--- config.mk ---
export PLATFORM = sky130hd
export DESIGN_NAME = counter_cmd_sequencer
export DESIGN_NICKNAME = d
export VERILOG_FILES = /design/src/rtl/counter_cmd_sequencer.sv
export SDC_FILE = /design/constraint.sdc
export NUM_CORES = 1
export LEC_CHECK = 0
export ABC_AREA = 1
export ABC_CLOCK_PERIOD_IN_PS = 5500
export CORE_ASPECT_RATIO = 1.4
export CORE_MARGIN = 3
export CORE_UTILIZATION = 55
export CTS_BUF_LIST = sky130_fd_sc_hd__clkbuf_2 sky130_fd_sc_hd__clkbuf_4 sky130_fd_sc_hd__clkbuf_8
export CTS_CLUSTER_SIZE = 24
export DETAILED_ROUTE_END_ITERATION = 7
export PLACE_DENSITY = 0.86
export SYNTH_ARGS = -nofsm -noshare
export SYNTH_HDL_FRONTEND = slang
export SYNTH_SLANG_ARGS = --single-unit
--- constraint.sdc ---
create_clock -name clk -period 5.5 [get_ports clk]
set_clock_uncertainty 0.1 [all_clocks]
set_input_delay 0.55 -clock clk [delete_from_list [all_inputs] [get_ports clk]]
set_output_delay 0.55 -clock clk [all_outputs]
set_load 0.05 [all_outputs]
--- src/rtl/counter_cmd_sequencer.sv ---
// ============================================================================
// Module   : counter_cmd_sequencer
// Purpose  : Valid/ready command sequencer driving a loadable up/down counter
//            (d, load, up_down, active-low clear). Commands: LOAD value,
//            count UP n, count DOWN n, HOLD n. A shadow copy of the counter
//            value is kept so the expected count is available every cycle.
// Revision : 1.0  initial release
// ============================================================================
`default_nettype none

module counter_cmd_sequencer #(
    parameter int DATA_WIDTH = 8,
    parameter int LEN_WIDTH  = 8
) (
    input  logic                  clk,
    input  logic                  clear,
    input  logic                  cmd_valid,
    output logic                  cmd_ready,
    input  logic [1:0]            cmd_op,
    input  logic [DATA_WIDTH-1:0] cmd_data,
    input  logic [LEN_WIDTH-1:0]  cmd_len,
    output logic [DATA_WIDTH-1:0] d,
    output logic                  load,
    output logic                  up_down,
    output logic                  cnt_clear_n,
    output logic [DATA_WIDTH-1:0] shadow_q,
    output logic                  busy,
    output logic                  done
);

    // ------------------------------------------------------------------
    // Opcodes and state encoding
    // ------------------------------------------------------------------
    localparam logic [1:0] OP_LOAD = 2'b00;
    localparam logic [1:0] OP_UP   = 2'b01;
    localparam logic [1:0] OP_DOWN = 2'b10;
    localparam logic [1:0] OP_HOLD = 2'b11;

    localparam logic [1:0] S_INIT = 2'd0;
    localparam logic [1:0] S_IDLE = 2'd1;
    localparam logic [1:0] S_RUN  = 2'd2;

    localparam logic [LEN_WIDTH-1:0]  LEN_ONE  = LEN_WIDTH'(1);
    localparam logic [DATA_WIDTH-1:0] DATA_ONE = DATA_WIDTH'(1);

    // ------------------------------------------------------------------
    // Internal state
    // ------------------------------------------------------------------
    logic [1:0]            state;
    logic [1:0]            next_state;
    logic [LEN_WIDTH-1:0]  remaining;
    logic [1:0]            op_lat;
    logic [DATA_WIDTH-1:0] data_lat;
    logic [DATA_WIDTH-1:0] shadow_next;
    logic [LEN_WIDTH-1:0]  accept_len;
    logic                  accept;
    logic                  last_cycle;

    // A command is taken only from IDLE; cmd_* is not looked at otherwise.
    assign accept = (state == S_IDLE) && cmd_valid;

    // LOAD always takes one cycle; a zero length means a single cycle too.
    assign accept_len = ((cmd_op == OP_LOAD) || (cmd_len == '0)) ? LEN_ONE : cmd_len;

    // remaining is never 0 in RUN; treating 0 as last keeps a corrupted
    // count from wrapping into a 2^LEN_WIDTH-cycle run.
    assign last_cycle = (remaining <= LEN_ONE);

    // ------------------------------------------------------------------
    // FSM state register
    // ------------------------------------------------------------------
    always_ff @(posedge clk) begin
        if (clear) begin
            state <= S_INIT;
        end else begin
            state <= next_state;
        end
    end

    // ------------------------------------------------------------------
    // FSM next-state logic
    // ------------------------------------------------------------------
    always_comb begin
        next_state = state;
        case (state)
            S_INIT:  next_state = S_IDLE;
            S_IDLE:  next_state = accept ? S_RUN : S_IDLE;
            S_RUN:   next_state = last_cycle ? S_IDLE : S_RUN;
            default: next_state = S_INIT;
        endcase
    end

    // ------------------------------------------------------------------
    // Shadow value after one RUN edge of the latched command; this is
    // exactly what the counter computes from the outputs driven below.
    // ------------------------------------------------------------------
    always_comb begin
        shadow_next = shadow_q;
        case (op_lat)
            OP_LOAD: shadow_next = data_lat;
            OP_UP:   shadow_next = shadow_q + DATA_ONE;
            OP_DOWN: shadow_next = shadow_q - DATA_ONE;
            OP_HOLD: shadow_next = shadow_q;
            default: shadow_next = shadow_q;
        endcase
    end

    // ------------------------------------------------------------------
    // Datapath registers: command latch, cycle counter, shadow, done pulse
    // ------------------------------------------------------------------
    always_ff @(posedge clk) begin
        if (clear) begin
            shadow_q  <= '0;
            remaining <= '0;
            op_lat    <= OP_LOAD;
            data_lat  <= '0;
            done      <= 1'b0;
        end else begin
            done <= 1'b0;
            case (state)
                S_IDLE: begin
                    if (accept) begin
                        op_lat    <= cmd_op;
                        data_lat  <= cmd_data;
                        remaining <= accept_len;
                    end
                end
                S_RUN: begin
                    shadow_q  <= shadow_next;
                    remaining <= remaining - LEN_ONE;
                    if (last_cycle) begin
                        done <= 1'b1;
                    end
                end
                default: begin
                    // INIT: the counter is being zeroed, shadow already 0.
                end
            endcase
        end
    end

    // ------------------------------------------------------------------
    // Moore output decode from registered state and latched command
    // ------------------------------------------------------------------
    always_comb begin
        cmd_ready   = 1'b0;
        busy        = 1'b1;
        cnt_clear_n = 1'b1;
        load        = 1'b1;
        d           = shadow_q;
        up_down     = 1'b0;
        case (state)
            S_INIT: begin
                cnt_clear_n = 1'b0;
                load        = 1'b0;
                d           = '0;
            end
            S_IDLE: begin
                // Reload the counter with its own value so it cannot drift.
                cmd_ready = 1'b1;
                busy      = 1'b0;
            end
            S_RUN: begin
                case (op_lat)
                    OP_LOAD: begin
                        load = 1'b1;
                        d    = data_lat;
                    end
                    OP_UP: begin
                        load    = 1'b0;
                        up_down = 1'b1;
                    end
                    OP_DOWN: begin
                        load    = 1'b0;
                        up_down = 1'b0;
                    end
                    default: begin
                        // HOLD: self-reload, same as IDLE.
                        load = 1'b1;
                    end
                endcase
            end
            default: begin
                cnt_clear_n = 1'b0;
                load        = 1'b0;
                d           = '0;
            end
        endcase
    end

endmodule

`default_nettype wire
==> results.md <==
- Outcome: complete, no violations
- Number of antenna violations at the first check in global routing: 0
- CTS tree: yes
- Detail Route Antenna Nets: 0
- Yosys warns: 0
- CP Launch Type: register
- Reg2Reg Depth: 13
- Clock Latency Late Sink: 0.27 ns
- Crit path from: state[0]$_SDFF_PP0_
- Final worst path period need: about 3.7 ns
- Residual DRC: 0
- Leak: 1.10 nW
- Worst Path Max Fanout: 13
- Area delta synth->final: 25.8%
- Part of the power in registers: 37.4%
- Hold Vio Cnt, Final: 0
- H-tree depth: 2
- R2R Setup Slk: 2.99 ns
- Number of setup violations in the final report: 0
- Cell count after synthesis: 317
- RR Startpoint: op_lat[0]$_SDFFE_PP0P_
- Clk root buf: clkbuf_8
- Switch Pwr: approximately 0.26 mW
- Gr ovfl total: 0
- CP Cell Sequence: inv_1 > ha_1 > inv_1 > o21ai_1 > nand2_1 > a21oi_1 > clkdlybuf4s50_1
- Core box area: 0.00344 mm^2
- Number of global-route vias before repair: 2096
- Slew HR: 59.8%
- Worst min-delay path endpoint: data_lat[5]$_SDFFE_PP0P_
- Clock Path Buffers: 2
- N_diodes: 0
- Via count: 2128
- Worst EP arrival: 3.08 ns
- Crit Path Category: reg -> out
- Gate power share: ~37%
- Via/cell ratio: between 5 and 6
- CTS Sinks: 29
- Starting DRT DRC Count: 71
- Pwr/cell area: between 200 and 300 mW/mm^2
- Synth Register Bits: 29
- Synth cell types: 33
- CP Capture Type: output pin
- Buffers on Ports: 42
- Hold crit path type: reg -> reg
- Post-Syn Area per Cell: approximately 6.3 um^2
- Clock slew at reported path FFs: 0.06 ns
- Die area: 0.00440 mm^2
- Post-CTS Resized: 0
- Pint: 0.405 mW
- Measured slew at the worst slew-check pin: roughly 0.6 ns
- Synthesized area: roughly 0.0020 mm^2
- Sw Ratio: 39.4%
- Fin crit share: 67.9%
- Starting Density: 58.0%
- FP Rows: 25
- RePlAce Congestion: 0.929
- First-pass GRT wire length: 9140 um
- Max Freq: 0.268 GHz
- Post-Route WL: roughly 5200 um
- DP HPWL: 4100 um
- Setup TNS: 0 ns
- TritonCTS Buffers: 5
- Worst Hold Depth: 2
- RSZ-0062 raised after global routing: false
- Fin nets: between 300 and 400
- Post-CTS Setup Inserts: 0
- Max-cap violations: 0
- Final core occ: about three quarters
- I/O Pins: between 40 and 50
- Max Slew Vio Count: 0
- Worst vdd ir: 0.207 mV
- Share of layout cells above drive strength 1: roughly 6%
- WL/cell: 13.1 um
- Reg-to-reg endpoint: shadow_q[6]$_SDFFE_PP0P_
- CP most frequent cell: inv_1
- Clock share of power: 25.5%
- Die height: 77.3 um
- Slowest stage cell, crit path: clkdlybuf4s50_1
- Total routing usage reported by global routing: 26.0%
- Hold_buf cts: 0
- Slowest cell delay on critical path: a little over 0.8 ns
- Drt first pass iters: 4
- Worst Path Required: between 4 and 5 ns
- Seq/Total Area, Yosys: 29.1%
- Die width: roughly 57 um
- Pin count of the biggest net entering global routing: 19
- Hold path start: data_lat[5]$_SDFFE_PP0P_
- Synthesized Nets: 350
[Yosys cell counts]
cell      instances  area share, %
o21bai_1          1           0.38
nand3_1          20            5.0
clkinv_1          1           0.19
nor4_1            2           0.63
xor2_1            5            2.2
nand4_1           1           0.31
nand2_1          88             17
buf_4             1           0.38
dfxtp_1          29             29
o211ai_1          1           0.38
nor2_2            2           0.63
a31o_2            1           0.44
o21ai_1           1           0.25
or2_2             2           0.63
ha_1             12            7.5
a31oi_1           1           0.31
a221oi_1          2           0.88
nor2_4            2            1.1
xnor2_1           2           0.88
buf_6             1           0.56
a21oi_2           1           0.44
inv_1            38            7.1
a21oi_1          32            8.0
o21ai_2           1           0.44
nor3_1            5            1.3
buf_1             1           0.19
o22ai_1           2           0.63
nand2_2           3           0.94
o21ai_0          22            5.5
inv_2             1           0.19
buf_2             3           0.75
nor2_1           30            5.6
clkbuf_1          3           0.56
[placed cells by master (no fill, tap or decap), types with 2 or more instances in the layout]
cell and instances:
dfxtp_1 29, nor2_4 2, a221oi_1 2, nand3_1 20
ha_1 12, xnor2_1 2, nand2_1 88, nor2_2 2
clkbuf_8 5, or2_2 2, o22ai_1 2, clkinv_2 2
a21oi_1 32, xor2_1 5, clkdlybuf4s50_1 42, inv_1 38
o21ai_0 22, nand2_2 3, nor4_1 2, nor3_1 5
nor2_1 30
[stage by stage]
stage / hold slack [ns] / area [um^2] / std cells / setup slack [ns] / power (mW)
floorplan: 0.344 / 2000 / 317 / 2.38 / 0.429
global placement: 0.364 / 2430 / 391 / 2.15 / 0.498
detailed placement: 0.375 / 2430 / 391 / 2.04 / 0.501
CTS: 0.385 / 2510 / 399 / 1.73 / 0.672
global route: 0.416 / 2510 / 399 / 1.44 / 0.712
finish: 0.386 / 2510 / 399 / 1.77 / 0.668
[registers in the layout, summed over array words and instances, names as in the netlist]
signal	cells
data_lat	8
remaining	8
shadow_q	8
op_lat	2
state	2
done	1
[how the worst max path moves through the flow]
| stage | slack, ns | depth (start not counted) | endpoint |
|---|---|---|---|
| 2_1_floorplan | 2.38 | 6 | d[4] |
| 3_3_place_gp | 2.15 | 7 | d[5] |
| 3_5_place_dp | 2.04 | 7 | d[1] |
| 4_1_cts | 1.73 | 7 | d[5] |
| 5_1_grt | 1.44 | 7 | d[7] |
| 6_report | 1.77 | 7 | d[5] |
[final cells by class]
| type | count | area, um^2 |
|---|---|---|
| clock inverters | 3 | 17.5 |
| fillers | 318 | 928 |
| multi-input cells | 239 | 1220 |
| clock buffers | 5 | 68.8 |
| well taps | 40 | 50.0 |
| repair buffers | 43 | 428 |
| inverters | 40 | 150 |
| flip-flops and latches | 29 | 581 |
[power by group through the flow]
stage / registers, mW / logic, mW / clock network [mW]
final: 0.250 / 0.248 / 0.170
after global routing: 0.253 / 0.275 / 0.185
after CTS: 0.249 / 0.248 / 0.174
after detailed placement: 0.254 / 0.247 / 0
after global placement: 0.253 / 0.245 / 0
after floorplan: 0.262 / 0.167 / 0
[cells by family after synthesis]
group / after synthesis / share of synthesized area, %
and+or+nand+nor: 155 / 32.7
AOI/OAI and AO/OA: 65 / 17.7
buffers and inverters: 49 / 9.96
DFF: 29 / 29.1
adders and majority gates: 12 / 7.52
xor gates and xnor gates: 7 / 3.07
[routing by layer]
metal | global-route usage [%] | share of wire, %
met5 | 0 | 0
met3 | 3.87 | 2.9
met2 | 48.4 | 54
met4 | 9.51 | 1.6
met1 | 28.6 | 41
[worst max-delay path, delay by kind of cell (launching register included)]
family          cells  cell delay [ns]
buf+inv             3             1.22
compound gates      2             0.71
fa+ha+maj           1             0.45
flops               1             0.33
simple gates        1             0.10
Note: power is estimated with default switching activity, not from simulation.
